## config.mk

```make
export PLATFORM = sky130hd
export DESIGN_NAME = countdown6_flat
export DESIGN_NICKNAME = d
export VERILOG_FILES = /design/src/rtl/countdown6_if.sv /design/src/rtl/countdown6.sv /design/src/flat_wrapper.sv
export SDC_FILE = /design/constraint.sdc
export NUM_CORES = 1
export LEC_CHECK = 0
export CAP_MARGIN = 15
export CELL_PAD_IN_SITES_DETAIL_PLACEMENT = 1
export CELL_PAD_IN_SITES_GLOBAL_PLACEMENT = 1
export CORE_AREA = 2 2 68 70
export DETAILED_ROUTE_END_ITERATION = 10
export DIE_AREA = 0 0 70 72
export PLACE_DENSITY_LB_ADDON = 0.3
export SLEW_MARGIN = 0
export SYNTH_ARGS = -nofsm -noshare
export SYNTH_HDL_FRONTEND = slang
export SYNTH_SLANG_ARGS = --single-unit
export TNS_END_PERCENT = 1
```

## constraint.sdc

```tcl
create_clock -name clk_i -period 3.7 [get_ports clk_i]
set_input_delay 0.925 -clock clk_i [delete_from_list [all_inputs] [get_ports clk_i]]
set_output_delay 0.925 -clock clk_i [all_outputs]
set_load 0.1 [all_outputs]
```

## src/rtl/countdown6_if.sv

```systemverilog
`default_nettype none
// ============================================================================
// Module      : countdown6_if
// Description : Control/status bundle between the round FSM and the
//               countdown6 flight timer.
// Revision    : 1.0 - initial release
// ============================================================================
interface countdown6_if;
  logic       start;     // load load_val and begin counting
  logic [5:0] load_val;  // starting count
  logic       en;        // count enable (freezes prescaler and count when low)
  logic       abort;     // stop counting, return to idle
  logic [5:0] out;       // current count value
  logic       running;   // high while counting
  logic       done;      // one-cycle pulse on expiry
  logic       expired;   // level, high while expired

  // Timer side: consumes controls, produces status
  modport slave (
    input  start,
    input  load_val,
    input  en,
    input  abort,
    output out,
    output running,
    output done,
    output expired
  );

  // Controller side: produces controls, consumes status
  modport master (
    output start,
    output load_val,
    output en,
    output abort,
    input  out,
    input  running,
    input  done,
    input  expired
  );
endinterface
`default_nettype wire

```

## src/rtl/countdown6.sv

```systemverilog
`default_nettype none
// ============================================================================
// Module      : countdown6
// Description : Loadable 6-bit down-counter with a 26-bit prescaler. Counts
//               from load_val to zero in steps of DIV enabled cycles, then
//               pulses done for one cycle and parks in EXPIRED.
// Revision    : 1.0 - initial release
// ============================================================================
module countdown6 #(
  parameter int unsigned DIV = 50_000_000  // enabled cycles per step, 1..2^26-1
) (
  input  logic         clk_i,
  input  logic         clr_i,   // synchronous, active-low
  countdown6_if.slave  tmr
);

  typedef enum logic [1:0] {
    S_IDLE    = 2'd0,
    S_RUN     = 2'd1,
    S_EXPIRED = 2'd2
  } state_t;

  // Terminal prescaler value; the step fires when the prescaler sits here
  localparam logic [25:0] PRESC_LAST = 26'(DIV - 1);

  state_t      state_q, state_d;
  logic [5:0]  out_q,   out_d;
  logic [25:0] presc_q, presc_d;
  logic        done_q,  done_d;

  // Next-state logic: abort beats start, start beats counting
  always_comb begin
    state_d = state_q;
    out_d   = out_q;
    presc_d = presc_q;
    done_d  = 1'b0;

    if (tmr.abort) begin
      // Count value is kept so the controller can read the remaining time
      state_d = S_IDLE;
      presc_d = '0;
    end else if (tmr.start) begin
      out_d   = tmr.load_val;
      presc_d = '0;
      if (tmr.load_val != 6'd0) begin
        state_d = S_RUN;
      end else begin
        // Zero-length flight expires on the load edge itself
        state_d = S_EXPIRED;
        done_d  = 1'b1;
      end
    end else begin
      unique case (state_q)
        S_RUN: begin
          if (tmr.en) begin
            if (presc_q == PRESC_LAST) begin
              presc_d = '0;
              // RUN is only entered with a non-zero count, so out_q==0 never
              // occurs here; folding it into the expiry branch keeps the
              // counter from wrapping regardless.
              if (out_q <= 6'd1) begin
                out_d   = 6'd0;
                state_d = S_EXPIRED;
                done_d  = 1'b1;
              end else begin
                out_d = out_q - 6'd1;
              end
            end else begin
              presc_d = presc_q + 26'd1;
            end
          end
        end
        S_EXPIRED: begin
          out_d = 6'd0;
        end
        default: begin
          // IDLE: everything holds until start
          state_d = S_IDLE;
        end
      endcase
    end
  end

  // State register with synchronous active-low clear
  always_ff @(posedge clk_i) begin
    if (!clr_i) begin
      state_q <= S_IDLE;
      out_q   <= 6'd0;
      presc_q <= 26'd0;
      done_q  <= 1'b0;
    end else begin
      state_q <= state_d;
      out_q   <= out_d;
      presc_q <= presc_d;
      done_q  <= done_d;
    end
  end

  // Status is decoded straight from registers: no input-to-output path
  assign tmr.out     = out_q;
  assign tmr.running = (state_q == S_RUN);
  assign tmr.expired = (state_q == S_EXPIRED);
  assign tmr.done    = done_q;

endmodule
`default_nettype wire

```

## src/flat_wrapper.sv

```systemverilog
// flat-port wrapper written by rule: the top's interface ports become plain ports
module countdown6_flat 
#(
  parameter int unsigned DIV = 50_000_000                                       
)
  (clk_i, clr_i, tmr_start, tmr_load_val, tmr_en, tmr_abort, tmr_out, tmr_running, tmr_done, tmr_expired);
  countdown6_if tmr_i ();
  input  logic clk_i;
  input  logic clr_i;
  input wire logic [$bits(tmr_i.start)-1:0] tmr_start;
  input wire logic [$bits(tmr_i.load_val)-1:0] tmr_load_val;
  input wire logic [$bits(tmr_i.en)-1:0] tmr_en;
  input wire logic [$bits(tmr_i.abort)-1:0] tmr_abort;
  output wire logic [$bits(tmr_i.out)-1:0] tmr_out;
  output wire logic [$bits(tmr_i.running)-1:0] tmr_running;
  output wire logic [$bits(tmr_i.done)-1:0] tmr_done;
  output wire logic [$bits(tmr_i.expired)-1:0] tmr_expired;
  assign tmr_i.start = tmr_start;
  assign tmr_i.load_val = tmr_load_val;
  assign tmr_i.en = tmr_en;
  assign tmr_i.abort = tmr_abort;
  assign tmr_out = tmr_i.out;
  assign tmr_running = tmr_i.running;
  assign tmr_done = tmr_i.done;
  assign tmr_expired = tmr_i.expired;
  countdown6 #(.DIV(DIV)) u_core (.clk_i(clk_i), .clr_i(clr_i), .tmr(tmr_i));
endmodule
```

==> results of run 1 <==
cells in the final DEF (no fill, tap or decap), types with 3 or more instances in the layout:
master           synthesis  layout
inv_1                   11      11
o21ai_0                  3       3
ha_1                     3       3
or3_1                    4       4
and4_1                   3       3
dfxtp_1                 35      35
nor2_1                  34      34
buf_4                    0       5
nand2b_1                 3       3
nand3_1                  9       9
nor4_1                   4       4
and3_1                   4       4
nand2_1                 15      15
nor3_1                  11      11
clkbuf_8                 0       5
xnor2_1                 14      14
nand4_1                  8       8
xor2_1                   8       8
a211oi_1                 5       5
clkdlybuf4s50_1          0      15
and2_1                   6       6
a21oi_1                  5       5
nor4_2                   3       3
through the flow:
step	power, mW	instance area [um^2]	hold slack, ns	utilization [%]
2_1_floorplan	0.4881	1889	0.4581	-
3_3_place_gp	0.5275	2122	0.4910	49.77
3_5_place_dp	0.5282	2122	0.5030	49.77
4_1_cts	0.8042	2207	0.5126	51.76
5_1_grt	0.8304	2207	0.5369	51.76
6_report	0.7954	2207	0.5146	51.76
report_power, final:
part           internal [mW]  switching [mW]
logic                 0.0429          0.0875
clock network          0.132           0.144
registers              0.382         0.00730
total                  0.557           0.239
cell families (layout without fill, tap and decap cells):
logic type,Yosys count,in the layout,synth area share [%]
adders and majority gates,3,3,1.987
AOI/OAI and AO/OA,29,29,12.05
and+or+nand+nor,119,119,35.43
DFF,35,35,37.09
buffers and inverters,16,39,3.245
xor gates and xnor gates,22,22,10.20
worst paths after layout:
check                    startpoint                end  cells after the start
setup / recovery  u_core.tmr.out[3]         tmr_out[3]                      1
hold / removal    u_core.presc_q[0]  u_core.presc_q[0]                      2
setup reg to reg  u_core.tmr.out[0]  u_core.tmr.out[4]                      7
hold reg to reg   u_core.presc_q[0]  u_core.presc_q[0]                      2
per-layer routing:
metal	global-route usage, %	up-vias	part of all wire [%]
met4	6.838	0	1.6
met5	0	-	0
met1	27.89	817	48
li1	-	851	-
met2	33.65	16	48
met3	4.583	9	2.0
layout make-up:
type,instances,share of cell area (%)
Multi-Input combinational cell,173,51.08
Sequential cell,35,31.75
Timing Repair Buffer,20,8.503
Clock buffer,6,3.288
Tap cell,52,2.948
Inverter,11,1.871
Clock inverter,2,0.5669
registers in the layout (all words and copies together), names as in the netlist:
name	count
u_core.tmr.done	1
u_core.state_q	2
u_core.tmr.out	6
u_core.presc_q	26
==> results.txt, run 1 <==
status -> completed
Final Wtd Congestion -> 0.8906
Final ANT Viol Nets -> 0
GRT overflow -> 0
global-route wire length before repair -> 8314 um
Die X-Extent -> 70 um
Clock Pin Slew Worst Setup and Hold Paths -> 0.07 ns
CTS tree -> built
max incr delay on CP -> 1.17 ns
Final min period -> 2.787 ns
DIE AREA -> 5040 um^2
dpl cells -> 291
#FFs+latches synth -> 35
Layout Skew -> 0.002539 ns
Slew headroom -> 34.63%
Setup-failing EPs final -> 0
first drt pass iteration count -> 4
nature of the critical path endpoint -> output pin
number of antenna violations at the first check in global routing -> 0
total global-route track usage -> 20.83%
Clock Tree Buf Depth -> 2
CP max stage cell -> clkdlybuf4s50_1
Yosys top cell by area -> dfxtp_1
Req. time, crit path -> 2.77 ns
most frequent cell after synthesis -> dfxtp_1
H-tree depth -> 2
CP Buf/Inv Count -> 1
CP top delay family -> buffers and inverters
Net Count, Synth -> 238
Commonest cells post-synth -> dfxtp_1 (35), nor2_1 (34), nand2_1 (15)
area taken by multi-input logic gates -> 1127 um^2
clk root buf -> clkbuf_8
# diodes -> 0
Residual DRC -> 0
worst-path maximum fanout -> 5
I/O pin cnt -> 20
vias in the first global route -> 1,707
Setup CP Type -> reg -> out
fillers -> 532
synth warn -> 0
Setup TNS Final -> 0 ns
detailed placer's ending HPWL -> 3676 um
PwrDens -> 360.4 nW/um^2
CP Launch Type -> flip-flop
worst slew pin tran -> 0.9775 ns
Avg Inst Size Synth -> 8.434 um^2
buffers added on ports -> 19
FP Rows -> 24
Max VDD drop -> 0.2346 mV
chip height -> 72 um
RSZ-0062 raised after global routing -> no
worst min path class -> reg -> reg
Worst EP arrival -> 1.86 ns
post-synth top area share -> 37.09%
WL per Instance -> 16.02 um
ys flop type -> dfxtp_1
top cells by area, synth -> dfxtp_1 (37%), nor2_1 (6.8%), xnor2_1 (6.5%)
register area -> 700.7 um^2
Post-CTS Hold Buffers -> 0
final hold vios -> 0
period utilisation layout -> 75.33%
clock sink count -> 35
Final Max Slew Viols -> 0
DRT Wirelength -> 4790 um
EDFF count, synth -> 0
r2r setup slk -> 1.36 ns
largest net degree at the start of global routing -> 22
Post-CTS Setup Repair Bufs -> 0
Place WS -> 0.8113 ns
DR iter-0 viols -> 76
Area growth, synth to finish -> 16.82%
Total Nets Final -> 260
core region area -> 4264 um^2
Pleak -> 0.7108 nW
Layout Cells excl Fill -> 299
total number of vias -> 1,693
max-cap check violation count -> 0
Yosys cell types -> 48
post_cts resized -> 0
starting density of the core -> 44.31%
Post-Syn Area -> 1889 um^2
Gate Count Post-Synth -> 224
CP cell instances -> clkdlybuf4s50_1
FMAX -> 358.8 MHz
ys async rst share -> 0%
Clk Latency, worst-skew pair -> 0.29 ns
CTS Buf Count -> 5
PnR worst setup slack -> 0.9127 ns
Via density -> 5.662
sequential area share after synthesis -> 37.09%
fraction of final layout cells sized beyond drive strength 1 -> 9.717%
(Power assumes the default switching activity.)
==> inputs of run 2 (changes only) <==
--- a/config.mk
+++ b/config.mk
@@ -8,9 +8,9 @@
 export CAP_MARGIN = 15
 export CELL_PAD_IN_SITES_DETAIL_PLACEMENT = 1
 export CELL_PAD_IN_SITES_GLOBAL_PLACEMENT = 1
-export CORE_AREA = 2 2 68 70
+export CORE_AREA = 2 2 74 76
 export DETAILED_ROUTE_END_ITERATION = 10
-export DIE_AREA = 0 0 70 72
+export DIE_AREA = 0 0 76 78
 export PLACE_DENSITY_LB_ADDON = 0.3
 export SLEW_MARGIN = 0
 export SYNTH_ARGS = -nofsm -noshare
==> constraint.sdc (replaced) <==
create_clock -name clk_i -period 2.4 [get_ports clk_i]
set_input_delay 0.6 -clock clk_i [delete_from_list [all_inputs] [get_ports clk_i]]
set_output_delay 0.6 -clock clk_i [all_outputs]
set_load 0.1 [all_outputs]
==> run 2 against run 1 <==
Utilization fell by 5.3 points. Combinational power increased by 66%. Routed wire length rose by 7.8%. Critical endpoint is now u_core.tmr.out[0]. Register-to-register slack worse by 1.1 ns. Global-route usage down 1.9 points. Clock power up 55%. First-iteration DRC count increased by 37%. Setup slack worse by 0.73 ns. Cell count rose by 10%. Worst hold slack lost 0.019 ns. Final area grew 6.2%.
==> results.txt, run 2 (synthesis results as in run 1) <==
starting density of the core -> 37.47% (-6.8 points)
Post-CTS Hold Buffers -> 0 (unchanged)
Layout Skew -> 0.008990 ns (+0.006452 ns)
detailed placer's ending HPWL -> 4043 um (+10%)
largest register by flop count -> u_core.presc_q
post_cts resized -> 0 (unchanged)
CTS tree -> built
PwrDens -> 530.2 nW/um^2 (+47%)
Setup CP Type -> in -> reg
Pleak -> 0.7928 nW (+12%)
I/O pin cnt -> 20 (unchanged)
CTS Buf Count -> 5 (unchanged)
DIE AREA -> 5928 um^2 (+18%)
total number of vias -> 1,793 (+5.9%)
chip height -> 78 um (+8.3%)
Min Hold Slack -> 0.4957 ns (-0.01882 ns)
RSZ-0062 raised after global routing -> no
Final Wtd Congestion -> 0.8064 (-9.5%)
Slew headroom -> 66.00% (+31 points)
period utilisation layout -> 92.54%
Final Max Slew Viols -> 0 (unchanged)
Clock Tree Buf Depth -> 2 (unchanged)
dpl cells -> 322 (+11%)
largest net degree at the start of global routing -> 22 (unchanged)
DR iter-0 viols -> 104 (+37%)
buffers added on ports -> 19 (unchanged)
CP Launch Type -> input port
Setup-failing EPs final -> 0 (unchanged)
worst min path class -> reg -> reg
Max VDD drop -> 0.2142 mV (-8.7%)
fraction of final layout cells sized beyond drive strength 1 -> 17.31% (+7.6 points)
Place WS -> -0.1135 ns (-0.9248 ns)
worst slew pin tran -> 0.4971 ns (-0.4804 ns)
H-tree depth -> 2 (unchanged)
clock sink count -> 35 (unchanged)
max-cap check violation count -> 0 (unchanged)
GRT overflow -> 0 (unchanged)
FP Rows -> 26 (+8.3%)
Final min period -> 2.221 ns
worst-path maximum fanout -> 6 (+1)
DRT Wirelength -> 5166 um (+7.8%)
first drt pass iteration count -> 4 (unchanged)
PnR worst setup slack -> 0.1791 ns (-0.7337 ns)
total global-route track usage -> 18.92% (-1.9 points)
Die X-Extent -> 76 um (+8.6%)
Clock Pin Slew Worst Setup and Hold Paths -> 0.08 ns (about the same)
number of antenna violations at the first check in global routing -> 0 (unchanged)
Worst EP arrival -> 2.41 ns (+0.55 ns)
clk root buf -> clkbuf_8
# diodes -> 0 (unchanged)
Area growth, synth to finish -> 24.11%
Layout Cells excl Fill -> 330 (+10%)
Clk Latency, worst-skew pair -> 0.29 ns (about the same)
Total Nets Final -> 273 (+5.0%)
nature of the critical path endpoint -> flip-flop
fin area -> 2345 um^2 (+6.2%)
Via density -> 5.433 (-4.0%)
Req. time, crit path -> 2.59 ns (-0.18 ns)
commonest non-fill, non-tap cell in the layout -> nor2_1
vias in the first global route -> 1,875 (+9.8%)
commonest non-fill, non-tap cells in the layout -> nor2_1 (34), dfxtp_1 (33), buf_4 (21), nand2_1 (15), xnor2_1 (14)
Residual DRC -> 0 (unchanged)
core region area -> 5042 um^2 (+18%)
FMAX -> 450.3 MHz
Final ANT Viol Nets -> 0 (unchanged)
max FFs per register -> 26 (unchanged)
global-route wire length before repair -> 9101 um (+9.5%)
final hold vios -> 0 (unchanged)
Post-CTS Setup Repair Bufs -> 0 (unchanged)
dpl cell area -> 2260 um^2 (+6.5%)
WL per Instance -> 15.65 um (-2.3%)
status -> completed
==> run 2: cell types whose count changed in the layout (fill, tap and decap cells not counted) <==
cell,before,now
nor2b_1,1,0
nor2b_2,0,1
dfxtp_1,35,33
dfxtp_2,0,2
clkdlybuf4s50_1,15,10
buf_12,0,2
buf_4,5,21
==> run 2: worst max-delay path, stage by stage <==
cell             delay (ns)
clkdlybuf4s50_1        0.59
nand4_1                0.14
nor3_2                 0.23
a31oi_2                0.20
or2_0                  0.36
a211oi_1               0.29
==> run 2: stage by stage <==
step	utilization, %	TNS [ns]	power, mW
3_3_place_gp	44.81	-0.2464	0.8272
6_report	46.50	0	1.243
2_1_floorplan	-	0	0.7533
3_5_place_dp	44.81	-0.7859	0.8294
4_1_cts	46.50	0	1.255
5_1_grt	46.50	0	1.296
==> run 2: worst paths after layout <==
| kind | start | end | slack, ns | cells after the start |
|---|---|---|---|---|
| setup / recovery | tmr_en | u_core.tmr.out[0] | 0.18 | 6 |
| hold / removal | u_core.presc_q[0] | u_core.presc_q[0] | 0.50 | 2 |
| setup reg to reg | u_core.presc_q[0] | u_core.tmr.out[0] | 0.25 | 6 |
| hold reg to reg | u_core.presc_q[0] | u_core.presc_q[0] | 0.50 | 2 |
==> run 2: cell type report <==
type / instances / area, um^2
fill: 607 / 2698
inverter: 11 / 41.29
clock inverter: 2 / 12.51
multi-input combinational: 173 / 1130
tap: 70 / 87.58
sequential: 35 / 703.2
clock buffer: 6 / 72.57
timing repair buffer: 33 / 297.8
==> run 2: routing by layer <==
metal	up-vias	global-route usage (%)	wire length [um]	share of wire, %
met5	-	0	0	0
met4	0	6.000	56	1.1
met3	7	4.070	172	3.3
met2	29	30.80	2285	44
met1	884	25.13	2652	51
li1	873	-	-	-
==> run 2: power breakdown <==
part           internal [mW]  switching, mW  leakage, nW
Sequential             0.590         0.0106        0.284
Combinational         0.0762          0.140        0.468
Clock                  0.203          0.224       0.0412
